===== src/rtl/temporizador_bcd_pkg.sv =====
// Shared types and constants for the MM:SS BCD countdown timer.
package temporizador_pkg;

    typedef enum logic [1:0] {
        IDLE  = 2'd0,
        RUN   = 2'd1,
        PAUSE = 2'd2,
        DONE  = 2'd3
    } state_t;

    typedef logic [3:0] bcd_t;

    localparam bcd_t SEC_TENS_MAX = 4'd5;
    localparam bcd_t MIN_TENS_MAX = 4'd5;
    localparam bcd_t ONES_MAX     = 4'd9;

    // Saturate a preset digit to the largest legal value for its position.
    function automatic bcd_t clamp_bcd(input bcd_t d, input bcd_t mx);
        return (d > mx) ? mx : d;
    endfunction

endpackage


===== src/rtl/temporizador_bcd_if.sv =====
// Command/preset/status bundle between the timer and its controller/display.
interface temporizador_bcd_if;
    logic        tick_in;
    logic        load;
    logic        start;
    logic        stop;
    logic [7:0]  preset_mm;
    logic [7:0]  preset_ss;
    logic [15:0] digits;
    logic        running;
    logic        done;
    logic        alarm;

    modport master (
        output tick_in, load, start, stop, preset_mm, preset_ss,
        input  digits, running, done, alarm
    );

    modport slave (
        input  tick_in, load, start, stop, preset_mm, preset_ss,
        output digits, running, done, alarm
    );
endinterface


===== src/rtl/temporizador_bcd_digit_dec.sv =====
// One BCD digit of the decrement chain: wraps to max when borrowing from zero.
module bcd_digit_dec
    import temporizador_pkg::*;
(
    input  bcd_t digit_i,
    input  bcd_t max_i,
    input  logic borrow_i,
    output bcd_t digit_o,
    output logic borrow_o
);

    // Pass through without borrow; otherwise step down, wrapping 0 -> max.
    always_comb begin
        digit_o  = digit_i;
        borrow_o = 1'b0;
        if (borrow_i) begin
            if (digit_i == 4'd0) begin
                digit_o  = max_i;
                borrow_o = 1'b1;
            end else begin
                digit_o  = digit_i - 4'd1;
            end
        end
    end

endmodule


===== src/rtl/temporizador_bcd.sv =====
// MM:SS BCD countdown timer. tick_in is a slow square wave used only as a
// count enable; clock_in is the sole clock.
// Optional feature macro: TEMPORIZADOR_ALARM_EN (post-expiry toggling alarm).
module temporizador_bcd
    import temporizador_pkg::*;
#(
    parameter int unsigned SYNC_STAGES = 2,
    parameter int unsigned ALARM_TICKS = 10
) (
    input logic               clock_in,
    input logic               reset,
    temporizador_bcd_if.slave bus
);

    if (SYNC_STAGES < 2 || ALARM_TICKS == 0) begin : g_cfg_check
        $error("temporizador_bcd: SYNC_STAGES must be >= 2 and ALARM_TICKS > 0");
    end

    logic [SYNC_STAGES-1:0] sync_q, sync_d;
    logic                   prev_q;
    logic                   tick_p;

    state_t      state_q;
    logic [15:0] digits_q;
    logic        running_q;
    logic        done_q;

    logic [15:0] dec_d;
    logic [4:0]  borrow;
    logic [15:0] preset_d;

    // Shift the raw tick into the synchroniser chain.
    always_comb begin
        sync_d = {sync_q[SYNC_STAGES-2:0], bus.tick_in};
    end

    // Synchroniser and previous-value flop for rising-edge detection.
    always_ff @(posedge clock_in or posedge reset) begin
        if (reset) begin
            sync_q <= '0;
            prev_q <= 1'b0;
        end else begin
            sync_q <= sync_d;
            prev_q <= sync_q[SYNC_STAGES-1];
        end
    end

    assign tick_p = sync_q[SYNC_STAGES-1] & ~prev_q;

    // Decrement chain, least significant digit first.
    assign borrow[0] = 1'b1;

    bcd_digit_dec u_sec_o (
        .digit_i (digits_q[3:0]),   .max_i (ONES_MAX),     .borrow_i (borrow[0]),
        .digit_o (dec_d[3:0]),      .borrow_o (borrow[1])
    );
    bcd_digit_dec u_sec_t (
        .digit_i (digits_q[7:4]),   .max_i (SEC_TENS_MAX), .borrow_i (borrow[1]),
        .digit_o (dec_d[7:4]),      .borrow_o (borrow[2])
    );
    bcd_digit_dec u_min_o (
        .digit_i (digits_q[11:8]),  .max_i (ONES_MAX),     .borrow_i (borrow[2]),
        .digit_o (dec_d[11:8]),     .borrow_o (borrow[3])
    );
    bcd_digit_dec u_min_t (
        .digit_i (digits_q[15:12]), .max_i (MIN_TENS_MAX), .borrow_i (borrow[3]),
        .digit_o (dec_d[15:12]),    .borrow_o (borrow[4])
    );

    // Preset digits saturated to legal BCD time values.
    always_comb begin
        preset_d = {clamp_bcd(bus.preset_mm[7:4], MIN_TENS_MAX),
                    clamp_bcd(bus.preset_mm[3:0], ONES_MAX),
                    clamp_bcd(bus.preset_ss[7:4], SEC_TENS_MAX),
                    clamp_bcd(bus.preset_ss[3:0], ONES_MAX)};
    end

`ifdef TEMPORIZADOR_ALARM_EN
    localparam int unsigned ACW = $clog2(ALARM_TICKS + 1);
    localparam logic [ACW-1:0] ALARM_LAST = ACW'(ALARM_TICKS - 1);
    localparam logic [ACW-1:0] ALARM_END  = ACW'(ALARM_TICKS);
    logic           alarm_q;
    logic [ACW-1:0] alarm_cnt_q;
`endif

    // Timer FSM: command priority load > start > stop, registered outputs.
    // borrow[4] only rises when decrementing 00:00, which RUN never holds; it
    // guards against wrapping to 59:59.
    always_ff @(posedge clock_in or posedge reset) begin
        if (reset) begin
            state_q   <= IDLE;
            digits_q  <= '0;
            running_q <= 1'b0;
            done_q    <= 1'b0;
`ifdef TEMPORIZADOR_ALARM_EN
            alarm_q     <= 1'b0;
            alarm_cnt_q <= '0;
`endif
        end else begin
            done_q <= 1'b0;
            if (bus.load) begin
                state_q   <= IDLE;
                digits_q  <= preset_d;
                running_q <= 1'b0;
`ifdef TEMPORIZADOR_ALARM_EN
                alarm_q     <= 1'b0;
                alarm_cnt_q <= '0;
`endif
            end else begin
                unique case (state_q)
                    IDLE, PAUSE: begin
                        if (bus.start) begin
                            if (digits_q == '0) begin
                                state_q   <= DONE;
                                done_q    <= 1'b1;
                                running_q <= 1'b0;
`ifdef TEMPORIZADOR_ALARM_EN
                                alarm_q     <= 1'b1;
                                alarm_cnt_q <= '0;
`endif
                            end else begin
                                state_q   <= RUN;
                                running_q <= 1'b1;
                            end
                        end
                    end
                    RUN: begin
                        if (tick_p && !borrow[4]) begin
                            digits_q <= dec_d;
                        end
                        if (tick_p && !borrow[4] && dec_d == '0) begin
                            state_q   <= DONE;
                            done_q    <= 1'b1;
                            running_q <= 1'b0;
`ifdef TEMPORIZADOR_ALARM_EN
                            alarm_q     <= 1'b1;
                            alarm_cnt_q <= '0;
`endif
                        end else if (bus.stop) begin
                            state_q   <= PAUSE;
                            running_q <= 1'b0;
                        end
                    end
                    DONE: begin
`ifdef TEMPORIZADOR_ALARM_EN
                        if (tick_p && alarm_cnt_q < ALARM_END) begin
                            alarm_cnt_q <= alarm_cnt_q + 1'b1;
                            alarm_q     <= (alarm_cnt_q == ALARM_LAST) ? 1'b0 : ~alarm_q;
                        end
`endif
                    end
                endcase
            end
        end
    end

    assign bus.digits  = digits_q;
    assign bus.running = running_q;
    assign bus.done    = done_q;
`ifdef TEMPORIZADOR_ALARM_EN
    assign bus.alarm   = alarm_q;
`else
    assign bus.alarm   = 1'b0;
`endif

endmodule


===== src/flat_wrapper.sv =====
// flat-port wrapper written by rule: the top's interface ports become plain ports
module temporizador_bcd_flat import temporizador_pkg::*;
#(
    parameter int unsigned SYNC_STAGES = 2,
    parameter int unsigned ALARM_TICKS = 10
)
  (clock_in, reset, bus_tick_in, bus_load, bus_start, bus_stop, bus_preset_mm, bus_preset_ss, bus_digits, bus_running, bus_done, bus_alarm);
  temporizador_bcd_if bus_i ();
  input logic clock_in;
  input logic reset;
  input wire logic [$bits(bus_i.tick_in)-1:0] bus_tick_in;
  input wire logic [$bits(bus_i.load)-1:0] bus_load;
  input wire logic [$bits(bus_i.start)-1:0] bus_start;
  input wire logic [$bits(bus_i.stop)-1:0] bus_stop;
  input wire logic [$bits(bus_i.preset_mm)-1:0] bus_preset_mm;
  input wire logic [$bits(bus_i.preset_ss)-1:0] bus_preset_ss;
  output wire logic [$bits(bus_i.digits)-1:0] bus_digits;
  output wire logic [$bits(bus_i.running)-1:0] bus_running;
  output wire logic [$bits(bus_i.done)-1:0] bus_done;
  output wire logic [$bits(bus_i.alarm)-1:0] bus_alarm;
  assign bus_i.tick_in = bus_tick_in;
  assign bus_i.load = bus_load;
  assign bus_i.start = bus_start;
  assign bus_i.stop = bus_stop;
  assign bus_i.preset_mm = bus_preset_mm;
  assign bus_i.preset_ss = bus_preset_ss;
  assign bus_digits = bus_i.digits;
  assign bus_running = bus_i.running;
  assign bus_done = bus_i.done;
  assign bus_alarm = bus_i.alarm;
  temporizador_bcd #(.SYNC_STAGES(SYNC_STAGES), .ALARM_TICKS(ALARM_TICKS)) u_core (.clock_in(clock_in), .reset(reset), .bus(bus_i));
endmodule

===== config.mk =====
export PLATFORM = sky130hd
export DESIGN_NAME = temporizador_bcd_flat
export DESIGN_NICKNAME = d
export VERILOG_FILES = /design/src/rtl/temporizador_bcd_pkg.sv /design/src/rtl/temporizador_bcd_if.sv /design/src/rtl/temporizador_bcd_digit_dec.sv /design/src/rtl/temporizador_bcd.sv /design/src/flat_wrapper.sv
export SDC_FILE = /design/constraint.sdc
export NUM_CORES = 1
export LEC_CHECK = 0
export ABC_AREA = 1
export BUFFER_PORTS_ARGS = -buffer_cell sky130_fd_sc_hd__buf_2
export CAP_MARGIN = 20
export CORE_MARGIN = 2
export CORE_UTILIZATION = 40
export DETAILED_ROUTE_END_ITERATION = 10
export GPL_ROUTABILITY_DRIVEN = 0
export GPL_TIMING_DRIVEN = 0
export PLACE_DENSITY_LB_ADDON = 0.05
export SLEW_MARGIN = 15
export SYNTH_ARGS = -nofsm -noshare
export SYNTH_HDL_FRONTEND = slang
export SYNTH_SLANG_ARGS = --single-unit

===== constraint.sdc =====
create_clock -name clock_in -period 3.78 [get_ports clock_in]
set_input_delay 0.378 -clock clock_in [delete_from_list [all_inputs] [get_ports clock_in]]
set_output_delay 0.378 -clock clock_in [all_outputs]
set_load 0.05 [all_outputs]

# Word level (Yosys, flattened, before mapping)
# Index checks and enable logic that the tools add are counted.
dict set report word_totals {
  register_bits 23
  inputBits 22
  output_inout_bits 19
  elab_cells 74
}
dict set report classes {
  addsub 4
  order_cmp 4
  n_eq_ne 4
  muxes 38
  n_bitwise 2
  reduce_logical 16
}
# op count
set ops {}
lappend ops {{$mux 16} 3}
lappend ops {{$mux 4} 11}
lappend ops {{$logic_not 16->1} 2}
lappend ops {{$logic_not 4->1} 4}
lappend ops {{$mux 1} 16}
lappend ops {{$sub 4x1->4 const B} 4}
lappend ops {{$mux 2} 5}
lappend ops {{$gt 4x3->1 const B} 2}
lappend ops {{$gt 4x4->1 const B} 2}
lappend ops {{$ne 4x3->1 const B} 1}
lappend ops {{$pmux 1 s2} 2}
lappend ops {{$pmux 2 s2} 1}
lappend ops {{$reduce_bool 2->1} 2}
lappend ops {{$ne 3x3->1 const B} 1}
lappend ops {{$reduce_and 3->1} 1}
lappend ops {{$reduce_bool 3->1} 1}
lappend ops {{$eq 2x1->1 const B} 1}
lappend ops {{$eq 2x2->1 const B} 1}
lappend ops {{$logic_and 1x1->1} 2}
lappend ops {{$logic_not 2->1} 1}
lappend ops {{$reduce_and 2->1} 1}
lappend ops {{$reduce_or 2->1} 1}
lappend ops {{$and 1x1->1} 1}
lappend ops {{$logic_not 1->1} 1}
lappend ops {{$not 1->1} 1}

# Longest topological paths before layout
# Gate-level depths: netlist of the first run.
dict set report logic_depth {
  word_depth 11
  depth_mapped 14
  depth_no_buf 14
}

# Modules after synthesis
# Synthesis of the first run repeated with hierarchy kept, for this count alone.
dict set report unflattened {
  hier_cells 307
  area_unflattened_um2 1968.1
}
# mod instances cells_per_inst area_each_um2 seq_area_each_um2
set modules_own_cells {}
lappend modules_own_cells {temporizador_bcd 1 159 1297.5 575.6}
lappend modules_own_cells {bcd_digit_dec 4 37 167.7 0.0}

# Worst setup path before layout of the first run
# No wires, ideal clock.
dict set report synth_timing {
  kind {register to register}
  start {register u_core.digits_q[4] (netlist: u_core.bus.digits[4])}
  end {register u_core.running_q (netlist: u_core.bus.running)}
  setup_time_ps 119
  arrival_time_ps 1791
  required_ps 3661
  setup_slack_ps 1870
  stages_incl_launch_ff 15
  n_path_buf 0
  synth_period_minus_slack_ps 1910
  cell_sequence {dfrtp_1 -> nor2_1 -> nand2_2 -> nor2_8 -> nand2_4 -> nand2_1 -> nand2_2 -> inv_2 -> nand3_2 -> nor2_1 -> nand2_1 -> nand3_2 -> nand2_2 -> nand2_1 -> nand2_1}
}
dict set report synth_between {
  elab_chain_len 11
  elab_cells_between_ends 22
  cone_classes {1 x add/sub; 1 x eq/ne; 13 x mux; 7 x reduce/logical}
}
# element line
set synth_lines {}
lappend synth_lines {{start: declaration} temporizador_bcd.sv:24} ;# logic [15:0] digits_q;
lappend synth_lines {{start signal: assignment} temporizador_bcd.sv:103} ;# digits_q <= preset_d;
lappend synth_lines {{parallel branches: the longest is 11 deep, another holds $sub 4x1->4} --}
lappend synth_lines {{end signal: assignment} temporizador_bcd.sv:104} ;# running_q <= 1'b0;
lappend synth_lines {{end signal: assignment} temporizador_bcd.sv:116} ;# running_q <= 1'b0;
lappend synth_lines {{end signal: assignment} temporizador_bcd.sv:134} ;# running_q <= 1'b0;
lappend synth_lines {{end: declaration} temporizador_bcd.sv:25} ;# logic running_q;
# Parallel ways; which one is timed is not known. The select of a mux whose other input is x is not followed.
# A chain may end at the register's enable or synchronous reset.

# Worst setup path in the final report of the first run
dict set report layout_timing {
  start {register u_core.digits_q[0] (netlist: u_core.bus.digits[0])}
  end {register u_core.digits_q[6] (netlist: u_core.bus.digits[6])}
}
dict set report layout_between {
  elab_chain_len 9
  elab_cells_between_ends 13
  cone_classes {8 x mux; 5 x reduce/logical}
}
# element line
set layout_lines {}
lappend layout_lines {{$logic_not 4->1 (*)} temporizador_bcd_digit_dec.sv:17} ;# if (digit_i == 4'd0) begin
lappend layout_lines {{$mux 1 (*)} temporizador_bcd_digit_dec.sv:17}
lappend layout_lines {{$mux 1 (3 in series)} temporizador_bcd_digit_dec.sv:16} ;# if (borrow_i) begin
lappend layout_lines {{$logic_not 1->1} temporizador_bcd.sv:128} ;# if (tick_p && !borrow[4]) begin
lappend layout_lines {{$logic_and 1x1->1} temporizador_bcd.sv:128}
lappend layout_lines {{$reduce_bool 2->1 (no line)} --}
lappend layout_lines {{$reduce_and 2->1 (no line)} --}
# Every way passes the cells marked *; elsewhere a longest branch is shown, timed or not. The select of a mux whose other input is x is not followed.

==> results of run 1 <==
-- per-stage QoR --
step	utilization [%]	hold WS (ns)	area (um2)	instances
2_1_floorplan	-	0.331	1650	227
3_3_place_gp	48.0	0.333	1910	316
3_5_place_dp	48.0	0.336	1910	316
4_1_cts	49.2	0.201	1950	320
5_1_grt	49.2	0.192	1950	320
6_report	49.2	0.208	1950	320
-- power by group through the flow --
stage	registers [mW]	clock network, mW	logic [mW]
after CTS	0.308	0.167	0.312
final	0.308	0.162	0.309
after floorplan	0.390	0	0.157
after global placement	0.313	0	0.311
after global routing	0.313	0.176	0.343
after detailed placement	0.313	0	0.311
-- area by class of cell --
cell class                      count  share of cell area [%]
Multi-Input combinational cell    166                    46.1
Sequential cell                    23                    29.5
Timing Repair Buffer               39                    9.99
Inverter                           33                    6.60
Tap cell                           50                    3.20
Buffer                              5                    2.24
Clock buffer                        3                    2.11
Clock inverter                      1                   0.256
-- routing by layer --
metal  vias up  track usage [%]
met2        39             32.6
li1        827                -
met5         -                0
met4         0             5.25
met3         4             2.47
met1       740             28.1
-- cells in the mapped netlist (2+ instances only) --
cell,n,area (um2)
o21ai_0,19,95.1
nor3_1,4,20.0
o21ai_1,4,20.0
nand3_1,18,90.1
dfrtp_1,23,576
o311ai_0,2,17.5
a31oi_1,2,12.5
buf_2,2,10.0
nand2_1,49,184
nand4_1,2,12.5
o21a_1,2,15.0
nand2_2,6,37.5
nor2_2,2,12.5
inv_1,29,109
o31ai_1,2,15.0
nand2_4,4,45.0
nor2_8,2,40.0
nand3_2,2,20.0
nor2_1,27,101
nand2_8,2,40.0
inv_4,2,12.5
a21oi_1,5,25.0
-- cells by family after synthesis --
kind of cell    share of synthesized area [%]
compound gates                           15.3
buf+inv                                  10.5
flops                                    34.9
other cells                             0.227
simple gates                             39.1
-- registers in the layout, indices dropped and copies added (netlist names) --
register and cells:
u_core.bus.digits 16, u_core.bus.done 1, u_core.bus.running 1, u_core.prev_q 1, u_core.state_q 2, u_core.sync_q 2
-- worst paths after layout --
path | startpoint | to | slack [ns]
hold / removal | bus_tick_in | u_core.sync_q[0] | 0.21
max in group asynchronous | reset | u_core.bus.digits[11] | 2.95
setup / recovery | u_core.bus.digits[0] | u_core.bus.digits[6] | 1.84
hold reg to reg | u_core.sync_q[0] | u_core.sync_q[1] | 0.35
min in group asynchronous | reset | u_core.bus.running | 0.28
setup reg to reg | u_core.bus.digits[0] | u_core.bus.digits[6] | 1.84
-- critical path, stage by stage (launching register included) --
cell	delay [ns]
dfrtp_1	0.48
nor2_4	0.24
nand2_4	0.11
nor2_8	0.19
nand2_4	0.08
nand2_4	0.08
inv_4	0.05
nand2_8	0.07
nand2_8	0.08
inv_4	0.08
buf_8	0.13
a21oi_1	0.05
o21ai_1	0.10
o21ai_1	0.08
==> summary.txt, run 1 <==
Worst setup path
  – Worst Path Required: approximately 3.9 ns
  – Worst reg2reg path depth: 13
  – Worst setup SP type: register
  – Worst Path Max Fanout: 10
  – Critical Path AT: 2.09 ns
  – Worst setup EP type: register
  – CP Class: reg -> reg

Clock network
  – Post-CTS Setup Inserts: 0
  – Max Buffers Root-to-Sink: 2
  – Root Buffer Master: clkbuf_8
  – TritonCTS buffer count: 3
  – H-tree depth: 1
  – Clk sinks: 23
  – Clock latency on the worst-skew pair: 0.27 ns
  – Post-CTS sizing: 0
  – Clk slew on worst S/H paths: 0.09 ns
  – CTS tree: done
  – Cts hold-fix bufs: 0

Worst hold path
  – Class of the worst hold path: in -> reg
  – Hold path cells: 1

Route
  – Met3 routed WL: roughly 150 um
  – Via count: 1610
  – Routed vias/inst: slightly above 5
  – Met1 Wirelength: 2.00 mm
  – Antenna viol nets, final: 0
  – Top Layer Used: met4
  – Drt drc: 0
  – Routed WL: 4.11 mm
  – Metal2 WL: 1.93 mm
  – Routed WL per cell: 12.9 um
  – Starting DRT DRC Count: 105
  – DRT Pass-1 Iters: 4

Timing
  – Setup Skew: 0.00327 ns
  – Period utilization: 51.2%
  – Peak Freq: just over 0.5 GHz
  – Min Tclk post-route: 1.94 ns
  – Final TNS setup: 0 ns
  – RSZ-0062 raised after global routing: no
  – Fin worst setup slack: around 1.8 ns
  – Final Hold Viols: 0
  – Final setup vio count: 0
  – Max Slew Vio Count: 0
  – Worst Max-Slew Pin Slew: 0.887 ns
  – Max-slew headroom: roughly 41%

Floorplanning
  – Ports: 41
  – Die H: 68.2 um
  – Core area: 3970 um2
  – DIE WIDTH: 68.2 um
  – Initial Util: 41.5%
  – Die area: 4650 um2
  – Rows: 23

Placed design
  – Port Buffers: 39
  – Post-DP HPWL: 3.11 mm
  – Post-Place Worst Slack: 1.79 ns

Synth
  – Register area share after synthesis: 34.9%
  – Synthesized flop and latch total: 23
  – EDFF count, synth: 0
  – Avg Inst Size Synth: 7.26 um2
  – Main synth FF type: dfrtp_1
  – Mapped Cells: ~230
  – Distinct cells, synth: 39
  – Synth warnings: 0
  – Post-Syn Area: 1650 um2
  – Synth async-reset ratio: 100%
  – Synth Net Count: roughly 250

Power
  – Tot Pwr: 779 uW
  – VDD IR-drop max: 0.224 mV
  – P per Cell Area: 399 nW/um2
  – Switching power: 345 uW
  – Clk network pwr share: 20.8%
  – Share of power burned in registers: 39.5%
  – Combinational power share: approximately two fifths
  – Sw frac: 44.3%
  – Internal: 433 uW
  – Pleak: a little over 1 nW

Layout
  – Most common cell after layout, fill and taps aside: nand2_1
  – Layout cells sized above 1: 26.7%
  – Area occupied by multi-input gates: 901 um2
  – Layout filler cell count: 416
  – Antenna Cells: 0
  – NumNets Final: slightly below 300
  – Commonest cells after routing, fill and taps aside: nand2_1, buf_2, inv_1
  – Synth-to-layout area growth: 18.4%
  – FF/Latch Area: around 580 um2

Global routing
  – Gr usage total: between 20% and 30%
  – Grt ovf: 0
  – Antenna violations before repair: 0
  – Vias in the first global route: 1496
  – First-pass GRT wire length: 6.94 mm
  – Largest net degree at the start of global routing: 24

Run
  – Maxcap violations: 0

Status
  – Status: finished clean
Note: power is estimated with default switching activity, not from simulation.
==> inputs of run 2 (changes only) <==
--- a/config.mk
+++ b/config.mk
@@ -5,7 +5,7 @@
 export SDC_FILE = /design/constraint.sdc
 export NUM_CORES = 1
 export LEC_CHECK = 0
-export ABC_AREA = 1
+export ABC_AREA = 0
 export BUFFER_PORTS_ARGS = -buffer_cell sky130_fd_sc_hd__buf_2
 export CAP_MARGIN = 20
 export CORE_MARGIN = 2
==> constraint.sdc (replaced) <==
create_clock -name clock_in -period 1.95 [get_ports clock_in]
set_input_delay 0.195 -clock clock_in [delete_from_list [all_inputs] [get_ports clock_in]]
set_output_delay 0.195 -clock clock_in [all_outputs]
set_load 0.05 [all_outputs]
==> summary.txt, run 2 <==
Status
  – Status: finished, violations left
  – Failing checks: negative setup slack

Route
  – Antenna viol nets, final: 0 (unchanged)
  – Drt drc: 0 (unchanged)
  – Starting DRT DRC Count: 37 (-65%)
  – Routed vias/inst: 5.41 (+7.6%)
  – Routed WL per cell: 14.7 um (+14%)
  – Routed WL: 3.50 mm (-15%)
  – DRT Pass-1 Iters: 4 (unchanged)
  – Via count: 1294 (-20%)

Floorplanning
  – Rows: 20 (-13%)
  – Ports: 41 (unchanged)
  – DIE WIDTH: 61.2 um (-10%)
  – Die area: 3750 um2 (-19%)
  – Die H: 61.2 um (-10%)
  – Initial Util: 42.6% (+1.0 points)
  – Core area: 3080 um2 (-22%)

Layout
  – FF/Latch Area: 589 um2 (+2.4%)
  – Layout filler cell count: 315 (-24%)
  – NumNets Final: 218 (-26%)
  – Most common cell after layout, fill and taps aside: buf_2
  – Layout cells sized above 1: 43.1% (+16 points)
  – Non-filler instance count after layout: 239 (-25%)
  – Synth-to-layout area growth: 35.2%
  – Commonest cells after routing, fill and taps aside: buf_2, buf_4, nor2_1
  – Final Instance Area: 1770 um2 (-9.3%)
  – Area occupied by multi-input gates: 767 um2 (-15%)
  – Antenna Cells: 0 (unchanged)
  – Max reg flops: 16 (unchanged)

Worst setup path
  – Flop2flop setup slack: -0.002 ns (-1.85 ns)
  – Worst setup EP type: register
  – R2r startpoint: u_core.bus.digits[11]
  – Worst Path Max Fanout: 4 (-6)
  – WP buf/inv: 0 (-3)
  – CP peak stage delay: 0.56 ns (+0.08 ns)
  – CP startpoint: u_core.bus.digits[11]
  – CP top delay family: simple AND/OR/NAND/NOR gates
  – CP Class: reg -> reg
  – Crit path depth: 5 (-8)
  – Slowest CP cell: or4_4
  – Critical path endpoint: u_core.bus.digits[0]
  – Critical Path AT: 2.14 ns (+0.05 ns)
  – Worst reg2reg path depth: 5 (-8)
  – Critical-path cell list: or4_4 > or3_4 > o21ai_4 > xor2_1 > o21ai_1
  – Worst setup SP type: register
  – Worst Path Required: 2.13 ns (-1.81 ns)
  – Worst reg2reg endpoint: u_core.bus.digits[0]

Power
  – Switching power: 413 uW (+20%)
  – Combinational power share: 30.3% (-9.4 points)
  – Pleak: 0.767 nW (-26%)
  – Share of power burned in registers: 49.9% (+10 points)
  – Clk network pwr share: 19.9% (-0.9 points)
  – Sw frac: 36.5% (-7.8 points)
  – VDD IR-drop max: 0.323 mV (+44%)
  – P per Cell Area: 638 nW/um2 (+60%)
  – Internal: 718 uW (+66%)

Clock network
  – Clk slew on worst S/H paths: 0.13 ns (+0.04 ns)
  – Max Buffers Root-to-Sink: 2 (unchanged)
  – TritonCTS buffer count: 3 (unchanged)
  – Clk sinks: 23 (unchanged)
  – Clock latency on the worst-skew pair: 0.31 ns (+0.04 ns)
  – CTS tree: done
  – Root Buffer Master: clkbuf_4
  – H-tree depth: 1 (unchanged)

Synth
  – Synth Net Count: 160 (-36%)
  – Post-Syn Area: 1310 um2 (-21%)
  – Register area share after synthesis: 43.9% (+9.0 points)
  – Distinct cells, synth: 46 (+18%)
  – Synth area leaders: dfrtp_1, o21ai_0, nor2_1
  – Synthesized flop and latch total: 23 (unchanged)
  – Mapped Cells: 138 (-39%)
  – Synth warnings: 0 (unchanged)
  – Synth area leader: dfrtp_1
  – Most instantiated library cell after synthesis: dfrtp_1
  – Top cells by count, synth: dfrtp_1, nor2_1, o21ai_0, a21oi_1
  – EDFF count, synth: 0 (unchanged)
  – Main synth FF type: dfrtp_1
  – Avg Inst Size Synth: 9.49 um2 (+31%)
  – Synth top area share: 43.9% (+9.0 points)
  – Synth async-reset ratio: 100% (unchanged)

Timing
  – Max Slew Vio Count: 0 (unchanged)
  – Final TNS setup: -0.00239 ns (-0.00239 ns)
  – RSZ-0062 raised after global routing: yes
  – Worst Max-Slew Pin Slew: 0.861 ns (-0.0260 ns)
  – Fin worst setup slack: -0.00239 ns (-1.85 ns)
  – Max-slew headroom: 42.6% (+1.7 points)
  – Setup Skew: 0.00815 ns (+0.00487 ns)
  – Final Hold Viols: 0 (unchanged)
  – Peak Freq: 0.512 GHz (-0.81%)
  – Period utilization: 100% (+49 points)
  – Final setup vio count: 1 (+1)
  – Min Tclk post-route: 1.95 ns (+0.0158 ns)

Global routing
  – Gr usage total: 20.0% (-0.10 points)
  – Global-route track usage on met2: 32.8% (+0.18 points)
  – Grt ovf: 0 (unchanged)
  – First-pass GRT wire length: 5.52 mm (-20%)
  – Antenna violations before repair: 0 (unchanged)
  – Vias in the first global route: 1248 (-17%)
  – GR peak layer: met2
  – Largest net degree at the start of global routing: 24 (unchanged)
  – GR met1 Demand/Resource: 25.7% (-2.4 points)
  – GR Util met3: 2.94% (+0.47 points)

Placed design
  – Post-DP HPWL: 2.40 mm (-23%)
  – Area post-placement: 1570 um2 (-17%)
  – Port Buffers: 39 (unchanged)
  – DP Cell Count: 221 (-30%)

Worst hold path
  – Class of the worst hold path: in -> async

Run
  – Maxcap violations: 0 (unchanged)
## run 2: cell count changes after synthesis, moves of 5 or more
cell | previous run | this run
nand2_1 | 49 | 6
inv_1 | 29 | 3
nand3_1 | 18 | 1
nor2_1 | 27 | 14
o21ai_0 | 19 | 12
a21oi_1 | 5 | 10
nand2_2 | 6 | 1
## run 2: how the worst min path moves through the flow
stage                                        to  cells past startpoint
after global placement         u_core.sync_q[0]                      1
after floorplan           u_core.bus.digits[13]                      1
after detailed placement       u_core.sync_q[0]                      1
final                     u_core.bus.digits[14]                      2
after CTS                 u_core.bus.digits[14]                      2
after global routing       u_core.bus.digits[1]                      2
## run 2: power by group through the flow
stage / logic (mW) / registers (mW) / clock network, mW
global placement: 0.291 / 0.571 / 0
detailed placement: 0.294 / 0.573 / 0
floorplan: 0.115 / 0.663 / 0
CTS: 0.333 / 0.561 / 0.234
global route: 0.368 / 0.571 / 0.258
finish: 0.342 / 0.564 / 0.225
## run 2: kinds of logic after synthesis
kind of cell	synth area share (%)
and+or+nand+nor	24.9
AOI/OAI and AO/OA	22.2
DFF	43.9
buffers and inverters	2.39
xor gates and xnor gates	4.01
muxes	2.29
other	0.286
## run 2: final cells by class
type,instances,share of cell area [%]
repair buffers,53,17.1
flip-flops and latches,23,33.3
plain buffers,4,1.13
multi-input cells,108,43.3
clock buffers,4,1.48
inverters,3,0.636
well taps,44,3.11
## run 2: repair_timing
action	4_1_cts	5_1_grt
buffers inserted	12	1
setup endpoints to repair	4	11
cloned	0	0
hold buffers	1	0
resized for setup	3	9
endpoints found under the hold margin	1	0
pin swaps	5	6
## run 2: routing by layer
metal / wire length [um] / part of all wire, %
met1: 1630 / 46
met2: 1620 / 46
met3: 156 / 4.5
met4: 96 / 2.7
met5: 0 / 0
## run 2: per-stage QoR
| step | power (mW) | worst slack [ns] | util [%] | hold slack (ns) |
|---|---|---|---|---|
| after global routing | 1.20 | -0.0552 | 57.6 | 0.0886 |
| after detailed placement | 0.867 | -0.149 | 51.1 | 0.304 |
| after CTS | 1.13 | 0.00140 | 55.9 | 0.0764 |
| final | 1.13 | -0.00239 | 57.6 | 0.0349 |
| after global placement | 0.862 | -0.122 | 51.1 | 0.303 |
| after floorplan | 0.778 | -0.0841 | - | 0.196 |
